`config.mk`:
```
export PLATFORM = sky130hd
export DESIGN_NAME = output_register_controller
export DESIGN_NICKNAME = d
export VERILOG_FILES = /design/src/rtl/basic_computer_pkg.sv /design/src/rtl/output_register_controller_byte_fifo.sv /design/src/rtl/output_register_controller.sv
export SDC_FILE = /design/constraint.sdc
export NUM_CORES = 1
export LEC_CHECK = 0
export CAP_MARGIN = 20
export CORE_ASPECT_RATIO = 0.5
export CORE_MARGIN = 2
export CORE_UTILIZATION = 50
export DETAILED_ROUTE_END_ITERATION = 12
export PLACE_DENSITY_LB_ADDON = 0.15
export SETUP_SLACK_MARGIN = 0.5
export SLEW_MARGIN = 20
export SYNTH_ARGS = -nofsm -noshare
export SYNTH_HDL_FRONTEND = slang
export SYNTH_SLANG_ARGS = --single-unit
```
`constraint.sdc`:
```
create_clock -name mhz25_clock -period 2.4 [get_ports mhz25_clock]
set_clock_uncertainty 0.05 [all_clocks]
set_input_delay 0.48 -clock mhz25_clock [delete_from_list [all_inputs] [get_ports mhz25_clock]]
set_output_delay 0.48 -clock mhz25_clock [all_outputs]
set_load 0.01 [all_outputs]
```
`src/rtl/basic_computer_pkg.sv`:
```
// Shared definitions for the basic computer output path: controller state
// encoding and the output data width.
package basic_computer_pkg;

  typedef enum logic [1:0] {
    IDLE  = 2'd0,
    ALIGN = 2'd1,
    SHOW  = 2'd2
  } out_state_e;

  localparam int OUT_WIDTH = 8;

endpackage

```
`src/rtl/output_register_controller_byte_fifo.sv`:
```
// Small circular byte FIFO. A push into a full FIFO and a pop from an empty
// FIFO are ignored; pointers wrap modulo DEPTH.
module byte_fifo
  import basic_computer_pkg::*;
#(
  parameter int DEPTH = 4
) (
  input  logic                   clk,
  input  logic                   reset,
  input  logic                   push,
  input  logic                   pop,
  input  logic [OUT_WIDTH-1:0]   wr_data,
  output logic [OUT_WIDTH-1:0]   rd_data,
  output logic [$clog2(DEPTH):0] count,
  output logic                   full,
  output logic                   empty
);

  localparam int PW = $clog2(DEPTH);
  localparam int CW = PW + 1;
  localparam logic [CW-1:0] FULL_COUNT = CW'(DEPTH);

  logic [OUT_WIDTH-1:0] mem_r [DEPTH];
  logic [PW-1:0]        wr_ptr_r;
  logic [PW-1:0]        rd_ptr_r;
  logic [CW-1:0]        count_r;
  logic                 push_ok_s;
  logic                 pop_ok_s;

  // Full is judged on the pre-edge count, so a push that coincides with a
  // pop on a full FIFO is still dropped.
  assign full      = (count_r == FULL_COUNT);
  assign empty     = (count_r == {CW{1'b0}});
  assign push_ok_s = push & ~full;
  assign pop_ok_s  = pop & ~empty;
  assign rd_data   = mem_r[rd_ptr_r];
  assign count     = count_r;

  // Pointer and occupancy bookkeeping.
  always_ff @(posedge clk) begin
    if (reset) begin
      wr_ptr_r <= {PW{1'b0}};
      rd_ptr_r <= {PW{1'b0}};
      count_r  <= {CW{1'b0}};
    end else begin
      if (push_ok_s) begin
        wr_ptr_r <= wr_ptr_r + PW'(1);
      end
      if (pop_ok_s) begin
        rd_ptr_r <= rd_ptr_r + PW'(1);
      end
      case ({push_ok_s, pop_ok_s})
        2'b10:   count_r <= count_r + CW'(1);
        2'b01:   count_r <= count_r - CW'(1);
        default: count_r <= count_r;
      endcase
    end
  end

  // Storage array; contents need no reset since occupancy gates every read.
  always_ff @(posedge clk) begin
    if (push_ok_s) begin
      mem_r[wr_ptr_r] <= wr_data;
    end
  end

endmodule

```
`src/rtl/output_register_controller.sv`:
```
// Output port stage: queues OUT bytes and shows each one for a whole number of
// VGA frames, starting on a frame boundary, with FGO/interrupt back to the CPU.
module output_register_controller
  import basic_computer_pkg::*;
#(
  parameter int DEPTH           = 4,
  parameter int FRAMES_PER_BYTE = 2
) (
  input  logic                   mhz25_clock,
  input  logic                   reset,
  input  logic                   cpu_out_write,
  input  logic [OUT_WIDTH-1:0]   cpu_out_data,
  input  logic                   ien,
  input  logic                   frame_start,
  output logic [OUT_WIDTH-1:0]   outr_outdata,
  output logic                   fgo,
  output logic                   output_interrupt,
  output logic [$clog2(DEPTH):0] fifo_count,
  output logic                   byte_done,
  output logic                   overflow
);

  localparam logic [7:0] LAST_FRAME = 8'(FRAMES_PER_BYTE - 1);

  out_state_e           state_r, state_n;
  logic [7:0]           frame_cnt_r, frame_cnt_n;
  logic [OUT_WIDTH-1:0] outr_r, outr_n;
  logic                 byte_done_r, byte_done_n;
  logic                 overflow_r, overflow_n;
  logic                 pop_s;
  logic [OUT_WIDTH-1:0] head_s;
  logic                 fifo_full_s;
  logic                 fifo_empty_s;

  byte_fifo #(
    .DEPTH(DEPTH)
  ) u_fifo (
    .clk     (mhz25_clock),
    .reset   (reset),
    .push    (cpu_out_write),
    .pop     (pop_s),
    .wr_data (cpu_out_data),
    .rd_data (head_s),
    .count   (fifo_count),
    .full    (fifo_full_s),
    .empty   (fifo_empty_s)
  );

  // Next-state, frame counting and byte hand-off.
  always_comb begin
    state_n     = state_r;
    frame_cnt_n = frame_cnt_r;
    outr_n      = outr_r;
    byte_done_n = 1'b0;
    pop_s       = 1'b0;
    overflow_n  = overflow_r | (cpu_out_write & fifo_full_s);
    case (state_r)
      IDLE: begin
        if (!fifo_empty_s) begin
          outr_n  = head_s;
          pop_s   = 1'b1;
          state_n = ALIGN;
        end else begin
          state_n = IDLE;
        end
      end
      ALIGN: begin
        // Wait out the partial frame the byte was loaded in.
        if (frame_start) begin
          frame_cnt_n = 8'd0;
          state_n     = SHOW;
        end else begin
          state_n = ALIGN;
        end
      end
      SHOW: begin
        if (frame_start) begin
          if (frame_cnt_r == LAST_FRAME) begin
            byte_done_n = 1'b1;
            frame_cnt_n = 8'd0;
            if (!fifo_empty_s) begin
              outr_n  = head_s;
              pop_s   = 1'b1;
              state_n = SHOW;
            end else begin
              state_n = IDLE;
            end
          end else begin
            frame_cnt_n = frame_cnt_r + 8'd1;
          end
        end else begin
          state_n = SHOW;
        end
      end
      default: begin
        state_n     = IDLE;
        frame_cnt_n = 8'd0;
      end
    endcase
  end

  // Controller registers.
  always_ff @(posedge mhz25_clock) begin
    if (reset) begin
      state_r     <= IDLE;
      frame_cnt_r <= 8'd0;
      outr_r      <= {OUT_WIDTH{1'b0}};
      byte_done_r <= 1'b0;
      overflow_r  <= 1'b0;
    end else begin
      state_r     <= state_n;
      frame_cnt_r <= frame_cnt_n;
      outr_r      <= outr_n;
      byte_done_r <= byte_done_n;
      overflow_r  <= overflow_n;
    end
  end

  assign outr_outdata     = outr_r;
  assign byte_done        = byte_done_r;
  assign overflow         = overflow_r;
  assign fgo              = ~fifo_full_s;
  assign output_interrupt = ien & fgo;

endmodule

```
==> impl_metrics.ini <==
[outcome]
status = finished clean

[floorplanning]
dieArea_um2 = 5669
die_height_um = 54.25
io_pins = 28
start_util = 0.5166
rows = 18
coreArea_um2 = 4887
dieWidth_um = 104.5

[clock_network]
cts_tree = done
clk_pin_slew_ns = 0.07
clkLatencyLatePin_ns = 0.34
cts_root_buf = clkbuf_8
cts_made_buffers = 9
htreeDepth = 3
clock_path_buffers = 2
clock-sinks = 61

[timing]
rsz0062_at_grt = yes
setup_tns_ns = 0
worst_pin_slew_ns = 0.5621
setup_viol = 0
whs_ns = 0.4281
fin_crit_sh = 0.9288
hold_viol_final = 0
fin_crit_ns = 2.229
fmax_mhz = 448.6
setup_ws_ns = 0.1709
maxSlewViolCount = 0
maxSlewHeadroom = 0.6241

[synthesis]
synth_simple_gate_area_frac = 0.1303
synth.area.mux_share = 0.1239
synth_warnings = 0
seq_area_frac_synth = 0.6105
synth_compound_area_frac = 0.05798
synth_top_family_by_area = simple AND/OR/NAND/NOR gates
synth.distinct_cells = 36
syn_area_per_cell_um2 = 13.36
synth_area_um2 = 2525
synth-seq-cells = 61
yosys.area_share.xor_xnor = 0.01388
synthAdderAreaFrac = 0.03766
postSynthCellCount = 189
syn_nets = 209

[setup_path]
path_max_fanout = 4
critPathCaptureType = register
r2r_cells = 9
r2r-end = u_fifo.count[0]
critPathKind = register to register
timing.rr.start = frame_cnt_r[1]
start_kind = register
critPathRequiredTime_ns = 2.58
r2r_slack_ns = 0.17
arrival_ns = 2.41

[worst_hold_path]
min_to = overflow
worstHoldStart = overflow
hold_depth = 2
hp-class = register to register

[global_routing]
grt_overflow = 0
grt_usage = 0.1848
antenna_found_initial = 0
grt_first_pass_wirelength_um = 7465
grt_pass1_vias = 1549
grt_max_degree = 18

[final_layout]
final_area_um2 = 3331
nNetsFinal = 257
seq_area_um2 = 1553
antenna_cells = 0
final_cells = 312
multiInputGateArea_um2 = 1013
nFillCells = 384
area_growth_pct = 31.91
utilization = 0.6815
layout-drive-gt1-share = 0.2851

[placement]
placed_cells = 286
portBuffers = 27
place_area_um2 = 2965
pre_cts_slack_ns = -0.3031
place.gp.congestion = 0.7822
dp_hpwl_um = 3027

[pwr]
ir_drop_mv = 0.5180
total_power_mw = 3.645
cellLeakagePower_nw = 1.300
power_density_nw_per_um2 = 1094

[detailed_routing]
wl_um = 4859
avgViaCountPerCell = 5.179
final_antenna_net_count = 0
drc = 0
drt-initial-drc-count = 43
drt_first_pass_iters = 4
wire_per_inst_um = 15.57
vias = 1616

[run]
drv_cap = 0
## layer usage
metal | GRT usage | up-vias | share of wire
li1 | - | 795 | -
met1 | 0.2131 | 791 | 0.47
met2 | 0.3159 | 26 | 0.49
met3 | 0.08333 | 4 | 0.042
met4 | 0.06982 | 0 | 0.0068
met5 | 0 | - | 0
## what timing repair did
item,in CTS,in global routing
hold buffers,0,0
pin swaps,6,4
setup buffers,7,1
endpoints found under the setup margin,24,26
gates cloned,1,1
gates resized for setup,21,2
## worst max-delay path by stage
stage | from | end | cells after the start
detailed placement | frame_start | u_fifo.count[2] | 9
finish | frame_cnt_r[1] | u_fifo.count[0] | 9
floorplan | frame_start | u_fifo.count[2] | 9
global placement | frame_start | u_fifo.count[2] | 9
CTS | frame_cnt_r[1] | u_fifo.count[2] | 10
global route | frame_cnt_r[1] | u_fifo.count[2] | 10
## synth_stat cells
master	count	share of area
edfxtp_1	32	0.38
dfxtp_1	29	0.23
nor2_1	25	0.037
mux2i_1	11	0.044
and3_1	8	0.020
mux4_2	8	0.071
a21oi_1	6	0.012
a311oi_1	6	0.021
ha_1	6	0.030
nand2b_1	6	0.015
clkbuf_1	5	0.0074
nand2_1	5	0.0074
inv_1	4	0.0059
nand3_1	3	0.0059
nor2b_1	3	0.0074
nor3_1	3	0.0059
xor2_1	3	0.010
a21o_1	2	0.0059
a41oi_1	2	0.0069
and2_1	2	0.0050
buf_6	2	0.0089
mux2_2	2	0.0089
o21ai_0	2	0.0040
or4b_1	2	0.0079
a22oi_1	1	0.0030
a31oi_1	1	0.0025
and2_2	1	0.0030
buf_1	1	0.0015
buf_2	1	0.0020
fa_1	1	0.0079
nor2b_4	1	0.0054
nor4_1	1	0.0025
o21a_1	1	0.0030
or3b_1	1	0.0035
or4_4	1	0.0045
xnor2_1	1	0.0035
## cells in the final DEF (no fill, tap or decap), drive strengths merged, types with 2 or more instances in the layout
| cell | n |
|---|---|
| edfxtp | 32 |
| dfxtp | 29 |
| nor2 | 25 |
| clkdlybuf4s50 | 22 |
| buf | 18 |
| mux2i | 11 |
| clkbuf | 11 |
| and3 | 8 |
| mux4 | 8 |
| nand2b | 6 |
| a311oi | 6 |
| ha | 6 |
| a21oi | 6 |
| nand2 | 5 |
| nor2b | 5 |
| inv | 4 |
| nor3 | 3 |
| nand3 | 3 |
| and2 | 3 |
| xor2 | 3 |
| or4b | 2 |
| mux2 | 2 |
| a21o | 2 |
| a41oi | 2 |
| bufinv | 2 |
| clkinvlp | 2 |
| dlygate4sd2 | 2 |
| dlymetal6s2s | 2 |
| o21ai | 2 |
| clkinv | 2 |
## flip-flops by register name, indices dropped and copies added (netlist names), named ones only
| register | cells |
|---|---|
| frame_cnt_r | 8 |
| state_r | 2 |
| overflow | 1 |
| u_fifo.count | 3 |
| byte_done | 1 |
| u_fifo.rd_ptr_r | 2 |
| u_fifo.wr_ptr_r | 2 |
| u_fifo.mem_r | 32 |
| outr_outdata | 8 |
## area by class of cell
| cell class | instances | area share |
|---|---|---|
| Clock inverter | 6 | 0.02630 |
| Inverter | 4 | 0.004508 |
| Clock buffer | 10 | 0.03832 |
| Sequential cell | 61 | 0.4662 |
| Timing Repair Buffer | 45 | 0.1341 |
| Tap cell | 70 | 0.02630 |
| Multi-Input combinational cell | 116 | 0.3043 |
## kinds of logic (layout without fill, tap and decap cells)
family | count (synthesis) | count (layout)
and+or+nand+nor | 62 | 63
DFF | 61 | 61
AOI/OAI and AO/OA | 21 | 21
muxes | 21 | 21
buffers and inverters | 13 | 65
adders and majority gates | 7 | 7
xor gates and xnor gates | 4 | 4
## worst max-delay path, cell delays in order, from the launching register on
cell and delay (ns):
dfxtp_2 0.32, inv_2 0.04, ha_1 0.11, or4b_4 0.49
o21ai_4 0.18, nand2_2 0.10, buf_4 0.15, buf_6 0.13
xor2_1 0.20, mux2_2 0.35
## where the power goes
part	switching [mW]	total, mW	internal, mW	leakage, nW
sequential	0.149	1.44	1.29	0.533
combinational	0.524	1.22	0.696	0.667
clock	0.402	0.985	0.582	0.100
(Power assumes the default switching activity.)
